**src/rtl/pipeline_hazard_ctrl.sv**
```systemverilog
// Hazard and stall sequencer for the 5-stage pipeline.
// Drives PC / IF/ID / ID/EX write enables plus bubble and flush controls.
// It handles three conditions:
//   - load-use stalls against the ID/EX stage,
//   - flushes of wrong-path instructions on taken branches,
//   - front-end freezes while data memory is busy.
// It also keeps saturating stall/flush counters and a sticky memory-timeout flag.
module pipeline_hazard_ctrl #(
  parameter int REG_W       = 5,
  parameter int MEM_TIMEOUT = 64,
  parameter int CNT_W       = 16
) (
  input  logic             clock,
  input  logic             reset,
  input  logic             idex_memRead,
  input  logic [REG_W-1:0] idex_rt,
  input  logic [REG_W-1:0] ifid_rs,
  input  logic [REG_W-1:0] ifid_rt,
  input  logic             ifid_usesRt,
  input  logic             ex_branchTaken,
  input  logic             mem_busy,
  output logic             pcWrite,
  output logic             ifidWrite,
  output logic             idexWrite,
  output logic             idexBubble,
  output logic             ifidFlush,
  output logic             idexFlush,
  output logic [1:0]       state,
  output logic [CNT_W-1:0] stallCount,
  output logic [CNT_W-1:0] flushCount,
  output logic             memTimeout
);

  typedef enum logic [1:0] {
    RUN        = 2'd0,
    LOAD_STALL = 2'd1,
    FLUSH      = 2'd2,
    MEM_WAIT   = 2'd3
  } state_e;

  // Wait counter only needs to reach MEM_TIMEOUT, where it parks.
  localparam int                WAIT_W   = $clog2(MEM_TIMEOUT + 1);
  localparam logic [WAIT_W-1:0] WAIT_MAX = WAIT_W'(MEM_TIMEOUT);

  state_e             state_q, state_d;
  logic [WAIT_W-1:0]  wait_q, wait_d;
  logic [CNT_W-1:0]   stall_cnt_q, stall_cnt_d;
  logic [CNT_W-1:0]   flush_cnt_q, flush_cnt_d;
  logic               timeout_q, timeout_d;
  logic               load_use;
  logic               flush_evt;

  // Load-use hazard: EX holds a load whose destination feeds the ID instruction.
  // r0 is never a real dependency.
  always_comb begin
    load_use = idex_memRead && (idex_rt != '0) &&
               ((idex_rt == ifid_rs) || (ifid_usesRt && (idex_rt == ifid_rt)));
  end

  // Next-state and control outputs.
  // Priority: reset, then mem_busy, then taken branch, then load-use.
  always_comb begin
    pcWrite    = 1'b1;
    ifidWrite  = 1'b1;
    idexWrite  = 1'b1;
    idexBubble = 1'b0;
    ifidFlush  = 1'b0;
    idexFlush  = 1'b0;
    state_d    = RUN;
    wait_d     = wait_q;
    flush_evt  = 1'b0;

    if (reset) begin
      // Hold the front end and fill the pipeline registers with NOPs.
      pcWrite    = 1'b0;
      ifidWrite  = 1'b0;
      idexBubble = 1'b1;
      ifidFlush  = 1'b1;
      idexFlush  = 1'b1;
      wait_d     = '0;
    end else if (mem_busy) begin
      // Freeze everything while data memory is busy, from any state.
      pcWrite   = 1'b0;
      ifidWrite = 1'b0;
      idexWrite = 1'b0;
      state_d   = MEM_WAIT;
      wait_d    = (wait_q == WAIT_MAX) ? wait_q : wait_q + WAIT_W'(1);
    end else begin
      // Leaving MEM_WAIT behaves exactly like RUN in the same cycle.
      wait_d = '0;
      case (state_q)
        RUN, MEM_WAIT: begin
          if (ex_branchTaken) begin
            // Any concurrent load-use stall belongs to the wrong path.
            ifidFlush = 1'b1;
            idexFlush = 1'b1;
            flush_evt = 1'b1;
            state_d   = FLUSH;
          end else if (load_use) begin
            pcWrite    = 1'b0;
            ifidWrite  = 1'b0;
            idexBubble = 1'b1;
            state_d    = LOAD_STALL;
          end
        end
        LOAD_STALL: begin
          // EX now holds the bubble, so no load-use check here.
          if (ex_branchTaken) begin
            ifidFlush = 1'b1;
            idexFlush = 1'b1;
            flush_evt = 1'b1;
            state_d   = FLUSH;
          end
        end
        FLUSH: begin
          // EX holds the flushed NOP; branch and load-use are both stale.
          state_d = RUN;
        end
        default: state_d = RUN;
      endcase
    end
  end

  // Saturating performance counters and the sticky timeout flag.
  always_comb begin
    stall_cnt_d = stall_cnt_q;
    flush_cnt_d = flush_cnt_q;
    if (!pcWrite && (stall_cnt_q != '1)) begin
      stall_cnt_d = stall_cnt_q + CNT_W'(1);
    end
    if (flush_evt && (flush_cnt_q != '1)) begin
      flush_cnt_d = flush_cnt_q + CNT_W'(1);
    end
    timeout_d = timeout_q | (mem_busy && (wait_d == WAIT_MAX));
  end

  // State register; reset clears all bookkeeping.
  always_ff @(posedge clock) begin
    if (reset) begin
      state_q     <= RUN;
      wait_q      <= '0;
      stall_cnt_q <= '0;
      flush_cnt_q <= '0;
      timeout_q   <= 1'b0;
    end else begin
      state_q     <= state_d;
      wait_q      <= wait_d;
      stall_cnt_q <= stall_cnt_d;
      flush_cnt_q <= flush_cnt_d;
      timeout_q   <= timeout_d;
    end
  end

  assign state      = state_q;
  assign stallCount = stall_cnt_q;
  assign flushCount = flush_cnt_q;
  assign memTimeout = timeout_q;

endmodule

```
**config.mk**
```make
export PLATFORM = sky130hd
export DESIGN_NAME = pipeline_hazard_ctrl
export DESIGN_NICKNAME = d
export VERILOG_FILES = /design/src/rtl/pipeline_hazard_ctrl.sv
export SDC_FILE = /design/constraint.sdc
export NUM_CORES = 1
export LEC_CHECK = 0
export CORE_ASPECT_RATIO = 1.75
export CORE_UTILIZATION = 48
export DETAILED_ROUTE_END_ITERATION = 12
export PLACE_DENSITY = 0.9
export SLEW_MARGIN = 20
export SYNTH_ARGS = -nofsm -noshare
export SYNTH_HDL_FRONTEND = slang
export SYNTH_SLANG_ARGS = --single-unit
export TNS_END_PERCENT = 20
```
**constraint.sdc**
```tcl
create_clock -name clock -period 2.4 [get_ports clock]
set_input_delay 0.48 -clock clock [delete_from_list [all_inputs] [get_ports clock]]
set_output_delay 0.48 -clock clock [all_outputs]
set_load 0.02 [all_outputs]
```
### Word-level counts from Yosys, hierarchy flattened

Cells that the tools add are included.

| storage, ports and cells | value |
|---|---|
| input bits | 21 |
| logic and storage cells | 55 |
| output and inout bits | 41 |
| register bits after elaboration | 42 |

| cells by class | value |
|---|---|
| muxes and demuxes | 25 |
| reduce and logical (&&, ||, !) cells | 12 |
| add/subtract/negate cells | 3 |
| bitwise gates (word level) | 1 |
| equal/unequal tests | 9 |

Operators with widths:

| operator | count |
|---|---|
| 16-bit by 1-bit adder with 16-bit output (second input constant) | 2 |
| 16-bit != test (second input constant) | 2 |
| 7-bit 2-to-1 mux | 3 |
| 1-bit 2-to-1 mux | 18 |
| 7-bit equality test (second input constant) | 2 |
| 5-bit equality test | 2 |
| 7-bit by 1-bit adder with 7-bit output (second input constant) | 1 |
| 1-bit logical AND | 6 |
| 2-bit 2-to-1 mux | 3 |
| 2-bit case mux with 3 select lines | 1 |
| 5-bit nonzero test | 1 |
| 2-bit equality test (second input constant) | 2 |
| 3-bit OR reduction | 1 |
| 2-bit by 1-bit equality test with 1-bit output (second input constant) | 1 |
| 2-bit zero test | 1 |
| 2-bit OR reduction | 1 |
| 1-bit zero test | 1 |
| 1-bit logical OR | 1 |
| 1-bit bitwise OR | 1 |

### Longest topological paths before layout

Gate-level depths: netlist (run 1).

| depth | value |
|---|---|
| depth after elaboration | 11 |
| mapped depth | 9 |
| mapped depth without buffers | 8 |

### Least setup slack after synthesis (run 1)

OpenSTA, ideal clock, no wires.

| timing | value |
|---|---|
| path kind | register to output |
| start | register state_q[0], in the netlist state[0] |
| end | output pcWrite |
| required time | 1920 ps |
| arrival time | 2286 ps |
| slack | -366 ps |
| buffers on the path | 3 |
| stages on the path, launching flop included | 10 |
| cells stage by stage | dfxtp_1 -> inv_1 -> ha_1 -> nand2_1 -> a211oi_1 -> a21oi_1 -> buf_2 -> buf_2 -> nor2b_1 -> buf_4 |

| between the ends | value |
|---|---|
| longest elaborated chain between the ends | 5 |
| elaborated cells on any way between the ends | 6 |
| classes of those cells | eq/ne: 1; mux: 3; reduce/logical: 2 |

Ends and longest elaborated chain:

| what | line | text |
|---|---|---|
| start: declaration | 45 | `state_e state_q, state_d;` |
| start signal: assignment | 146 | `state_q <= state_d;` |
| 2-bit equality test / 2-bit zero test (equally long branches) | n/a |  |
| 2-bit OR reduction * | n/a |  |
| 1-bit 2-to-1 mux * (3 in series) | n/a |  |
| end: declaration | 22 | `output logic pcWrite,` |

Every way passes the cells marked *; elsewhere a longest branch is shown, timed or not.

### Worst setup path after layout (run 1)

| timing | value |
|---|---|
| start | input ifid_rs[2] |
| end | output pcWrite |

| between the ends | value |
|---|---|
| longest elaborated chain between the ends | 8 |

Ends and longest elaborated chain:

| what | line | text |
|---|---|---|
| start: declaration | 17 | `input logic [REG_W-1:0] ifid_rs,` |
| 5-bit equality test | 57 | `((idex_rt == ifid_rs) \|\| (ifid_usesRt && (idex_rt == ifid_rt)));` |
| 1-bit logical OR | 57 |  |
| 1-bit logical AND | 56 | `load_use = idex_memRead && (idex_rt != '0) &&` |
| 1-bit 2-to-1 mux | 99 | `end else if (load_use) begin` |
| 1-bit 2-to-1 mux | 93 | `if (ex_branchTaken) begin` |
| 1-bit 2-to-1 mux | 91 | `case (state_q)` |
| 1-bit 2-to-1 mux | 81 | `end else if (mem_busy) begin` |
| 1-bit 2-to-1 mux | 73 | `if (reset) begin` |

No other way between the ends.

==> results of run 1 <==
## layout make-up
class	count	share of cell area (%)
Clock buffer	6	2.34
Clock inverter	2	1.21
Inverter	8	0.969
Multi-Input combinational cell	204	42.9
Sequential cell	42	27.2
Tap cell	51	2.06
Timing Repair Buffer	76	23.3
## kinds of logic after synthesis
kind of cell	share of synthesized area, %
adder cells (fa/ha/maj)	3.38
AO/OA/AOI/OAI	10.0
AND/OR/NAND/NOR	29.6
multiplexers	4.40
flip-flops	37.9
buffers and inverters	3.66
XOR/XNOR	11.0
## power breakdown
part / internal, mW / leakage (nW) / switching, mW / total, mW
logic: 0.0939 / 0.720 / 0.0881 / 0.182
registers: 0.706 / 0.340 / 0.0130 / 0.719
clock network: 0.310 / 0.0514 / 0.246 / 0.557
## per-layer routing
| layer | routed length (um) | part of all wire [%] |
|---|---|---|
| met5 | 0 | 0 |
| met1 | 2040 | 38 |
| met4 | 155 | 2.9 |
| met2 | 3020 | 56 |
| met3 | 190 | 3.5 |
## Yosys cell counts, types with 2 or more instances
library cell and instances:
mux2i_1 3, and4_1 5, clkbuf_1 6, nor3b_1 3
o21bai_1 2, o21ai_0 11, inv_1 8, nand2b_1 7
or3_1 8, nand4b_1 2, dfxtp_1 42, nor4_1 5
nand2_1 16, nand3_1 13, nor2_1 35, buf_2 2
and3_1 3, nand4_1 6, a211oi_1 3, buf_4 2
mux2_2 6, or4_1 4, xnor2_1 19, a21oi_1 13
ha_1 6, nor3_1 7, xor2_1 9, nor2b_1 7
## sequential cells by signal, summed over array words and instances, names as in the netlist
signal / cells
flushCount: 16
memTimeout: 1
stallCount: 16
state: 2
wait_q: 7
## worst paths after layout
| path | endpoint | slack, ps | cells past startpoint |
|---|---|---|---|
| hold reg to reg | memTimeout$_SDFF_PP0_ | 490 | 2 |
| setup reg to reg | flushCount[9]$_SDFFE_PP0P_ | 180 | 7 |
| hold / removal | memTimeout$_SDFF_PP0_ | 490 | 2 |
| setup / recovery | pcWrite | 70 | 7 |
## worst max-delay path, cell delays in order
cell,delay (ps)
clkdlybuf4s50_1,420
xnor2_1,240
nand2_1,100
o22ai_2,220
a21oi_2,100
nor2b_4,140
clkbuf_2,150
## cell usage in the layout, fill, tap and decap left out, types with 9 or more instances in the layout
master / synthesis / final
nor2_1: 35 / 35
xnor2_1: 19 / 19
dfxtp_1: 42 / 41
clkdlybuf4s50_1: 0 / 51
o21ai_0: 11 / 11
nand2_1: 16 / 16
a21oi_1: 13 / 12
xor2_1: 9 / 9
nand3_1: 13 / 13
buf_4: 2 / 14
## what timing repair did
action	in CTS	in global routing
resized for setup	6	15
hold buffers	0	0
endpoints found under the setup margin	9	9
buffers inserted	0	0
pin swaps	1	4
## metrics by stage
stage | utilization (%) | hold slack (ps) | power [mW]
CTS | 69.9 | 492 | 1.47
detailed placement | 67.4 | 479 | 0.917
global route | 70.3 | 505 | 1.51
global placement | 67.4 | 464 | 0.910
finish | 70.3 | 491 | 1.46
floorplan | - | 468 | 0.824
==> flow_summary.toml, run 1 <==
[run_status]
status = "finished clean"

[hold_path]
hold_path_class = "reg -> reg"
hp-start = "memTimeout$_SDFF_PP0_"

[timing]
min_period_ps = 2330
slew_headroom_pct = 77.7
finalSetupTns_ps = 0
hold_viol_final = 0
finalClockSkew_ps = 8.38
worst_pin_slew_ps = 333
fin_crit_sh_pct = 97.0
fmax_mhz = 430
slew_violations = 0
grt_setup_unrepaired = "no"
final.setup.worst_slack_ps = 72.6
setup_violations = 0

[placement]
place.gp.congestion = 0.762
pre_cts_ws_ps = -448
dpl_cell_area_um2 = 2970
port_buffers = 61
dp_cells = 381
dp_hpwl_um = 4040

[yosys]
synth_edf_count = 0
ys_top_cells_by_area = "dfxtp_1 (38%), xnor2_1 (7.5%), nor2_1 (5.9%)"
postSynthCellCount = 265
synthFlopType = "dfxtp_1"
synth.net_count = 292
ys_ff_latch = 42
yosysUniqueCellTypes = 40
ys_async_sr_fraction_pct = 0
yosys.area.top_type = "dfxtp_1"
synth_area_um2 = 2220
synth_seq_area_share_pct = 37.9
synth_top_area_share_pct = 37.9
avgSynthCellArea_um2 = 8.38
ys_warn_count = 0

[critical_path]
startpoint_type = "input pin"
startpoint = "ifid_rs[2]"
worstReg2RegStart = "state[0]$_SDFF_PP0_"
cp.required_ps = 1920
crit_path_end_kind = "output pin"
cp_max_fo = 2
cp.arrival_ps = 1850
worstSetupPathType = "in -> out"

[global_route]
grt_max_degree = 29
track_usage_pct = 23.0
overflow = 0
top_usage_layer = "met2"
use_met1_pct = 23.4
antenna_found_initial = 0
grt_pass1_vias = 2056
grt_pass1_wl_um = 8590
use_met3_pct = 4.48
met2_usage_pct = 42.0

[finish]
drive_gt1_share_pct = 12.1
area.growth.synth_to_final_pct = 39.6
diodes = 0
register_area_um2 = 842
fillerInstances = 370
multiInputGateArea_um2 = 1330
finalInstanceArea_um2 = 3100
stdcell_count = 389
fin_nets = 364

[die]
core_area_um2 = 4400
initial_utilization_pct = 50.4
fp.dieW_um = 53.4
die_height_um = 92.0
io_pins = 62
core.rowCount = 32
die-area_um2 = 4910

[clock_network]
h-tree-depth = 2
clkLatencyLatePin_ps = 290
cts_tree = "done"
cts.sink_count = 42
cts-root-buf = "clkbuf_8"
clk_pin_slew_ps = 80
cts_made_buffers = 5
cts_buffer_depth = 2

[routing]
drt_iter0_markers = 33
totalWireLength_um = 5410
dr.pass1.iters = 4
routedWlPerCell_um = 13.9
vias = 2173
drc = 0
via_per_inst = 5.59
postRouteAntennaNets = 0

[flow_run]
maxCapViolCount = 0

[power_and_ir_drop]
p_per_area_nw_per_um2 = 470
cellLeakagePower_nw = 1.11
irDropWorstVdd_mv = 0.435
Power figures use the tool's default switching activity.
==> run 2, diff against run 1 <==
--- a/config.mk
+++ b/config.mk
@@ -9,7 +9,6 @@
 export CORE_UTILIZATION = 48
 export DETAILED_ROUTE_END_ITERATION = 12
 export PLACE_DENSITY = 0.9
-export SLEW_MARGIN = 20
 export SYNTH_ARGS = -nofsm -noshare
 export SYNTH_HDL_FRONTEND = slang
 export SYNTH_SLANG_ARGS = --single-unit
==> results of run 2 <==
Final layout, timing and power as in run 1 (identical DEF).
==> run 3, diff against run 2 <==
--- a/config.mk
+++ b/config.mk
@@ -6,9 +6,11 @@
 export NUM_CORES = 1
 export LEC_CHECK = 0
 export CORE_ASPECT_RATIO = 1.75
-export CORE_UTILIZATION = 48
+export CORE_UTILIZATION = 58
 export DETAILED_ROUTE_END_ITERATION = 12
-export PLACE_DENSITY = 0.9
+export DONT_BUFFER_PORTS = 1
+export GPL_TIMING_DRIVEN = 0
+export PLACE_DENSITY = 0.84
 export SYNTH_ARGS = -nofsm -noshare
 export SYNTH_HDL_FRONTEND = slang
 export SYNTH_SLANG_ARGS = --single-unit
==> run 3 against run 2 <==
Net effect:
- cell area decreased by 22%
- combinational power fell by 42%
- register-to-register slack lost 100 ps
- first-iteration DRC count up 33%
- die area is 17% lower
- non-clock buffer count is 64 lower
- utilization down 3.9 points
- critical path depth grew 1
- fmax is 0.30% lower
- count of clock-buffer cells in the layout increased by 1
- critical path type is now reg -> out
- critical endpoint unchanged
==> flow_summary.toml, run 3 (synthesized netlist as in run 1, its figures left out) <==
[critical_path]
cp.required_ps = 1920
worstSetupPathType = "reg -> out"
worstRegToRegCells = 7
critPathBufInv = 3
startpoint = "state[0]$_SDFF_PP0_"
worstReg2RegStart = "state[0]$_SDFF_PP0_"
cp_max_fo = 3
critPathMaxStageDelay_ps = 400
path_depth = 8
cp_top_family = "flip-flops"
crit_slowest_cell = "dfxtp_4"
cp.arrival_ps = 1850
crit_chain = "inv_1 > ha_1 > nand2_1 > a211oi_2 > a21oi_2 > buf_6 > nor2b_4 > buf_4"
crit_path_end_kind = "output pin"
startpoint_type = "flop"

[routing]
vias = 1935
via_per_inst = 6.05
drt_iter0_markers = 44
dr.pass1.iters = 4
totalWireLength_um = 4880
drc = 0
routedWlPerCell_um = 15.3
postRouteAntennaNets = 0

[global_route]
grt_pass1_wl_um = 8360
grt_max_degree = 19
antenna_found_initial = 0
grt_pass1_vias = 1973
overflow = 0
track_usage_pct = 26.0

[timing]
hold_viol_final = 0
finalClockSkew_ps = 5.93
setup_violations = 0
worst_pin_slew_ps = 559
fmax_mhz = 428
slew_headroom_pct = 62.8
slew_violations = 0
final.setup.worst_slack_ps = 65.6
min_period_ps = 2330
grt_setup_unrepaired = "yes"
fin_crit_sh_pct = 97.3

[hold_path]
hold-path-cell-count = 2
hold_path_class = "in -> reg"
hp-start = "mem_busy"

[placement]
pre_cts_ws_ps = -293
place.gp.congestion = 0.869
port_buffers = 0
dp_hpwl_um = 3710
dp_cells = 311

[finish]
stdcell_count = 320
drive_gt1_share_pct = 10.2
area.growth.synth_to_final_pct = 8.68
fin_nets = 300
final_common_cell = "dfxtp_1"
diodes = 0
final_cell_mix = "dfxtp_1 (40), nor2_1 (35), xnor2_1 (19)"

[die]
die-area_um2 = 4090
initial_utilization_pct = 61.2
fp.dieW_um = 48.8
die_height_um = 83.8
core.rowCount = 29
io_pins = 62
core_area_um2 = 3630

[clock_network]
postCtsHoldBufs = 0
cts_buffer_depth = 2
cts-root-buf = "clkbuf_8"
clk_pin_slew_ps = 80
cts_made_buffers = 5
cts.sink_count = 42
cts_tree = "done"
h-tree-depth = 2
clkLatencyLatePin_ps = 290

[power_and_ir_drop]
cellLeakagePower_nw = 0.803
p_per_area_nw_per_um2 = 540
power_mw = 1.30
irDropWorstVdd_mv = 0.491

[flow_run]
maxCapViolCount = 0

[run_status]
status = "finished clean"
==> run 3: area by class of cell <==
cell class | count | area (um^2)
Sequential cell | 42 | 846
Multi-Input combinational cell | 204 | 1320
Clock inverter | 1 | 5.00
Buffer | 10 | 53.8
Timing Repair Buffer | 2 | 15.0
Fill cell | 334 | 1220
Clock buffer | 7 | 86.3
Tap cell | 46 | 57.6
Inverter | 8 | 30.0
==> run 3: worst reg2reg max path: cells and delay by family (launching register included) <==
| kind | cells | cell delay, ps |
|---|---|---|
| AOI/OAI and AO/OA | 2 | 520 |
| adders and majority gates | 1 | 180 |
| buffers and inverters | 1 | 50 |
| DFF | 1 | 400 |
| and+or+nand+nor | 3 | 1100 |
==> run 3: path summary, 6_finish.rpt <==
check	to	slack [ps]
max reg2reg	flushCount[9]$_SDFFE_PP0P_	80
min reg2reg	wait_q[6]$_SDFF_PP0_	530
max	pcWrite	70
min	state[1]$_SDFF_PP0_	330
==> run 3: power breakdown <==
part	switching (mW)	internal [mW]	leakage [nW]
sequential	0.0224	0.705	0.340
clock	0.236	0.232	0.0482
combinational	0.0603	0.0450	0.414
total	0.319	0.982	0.803
==> run 3: layer usage <==
layer  wire length, um  GRT usage, %  share of wire (%)
met1              1810          24.6                 37
met4               102          13.6                2.1
met3               220          7.47                4.5
met2              2750          48.6                 56
met5                 0             0                  0
==> run 3: repair_timing <==
item,in CTS,in global routing
resized for setup,5,3
gates cloned,0,0
endpoints found under the setup margin,2,3
pin swaps,2,0
setup buffers,2,0
endpoints found under the hold margin,0,0
==> run 3: stage by stage <==
| step | area (um^2) | util [%] | setup TNS [ps] | hold WS, ps |
|---|---|---|---|---|
| after detailed placement | 2290 | 63.1 | -411 | 529 |
| after global placement | 2290 | 63.1 | -338 | 501 |
| after floorplan | 2230 | - | 0 | 468 |
| after global routing | 2410 | 66.5 | -40.2 | 323 |
| final | 2410 | 66.5 | 0 | 332 |
| after CTS | 2410 | 66.3 | 0 | 326 |
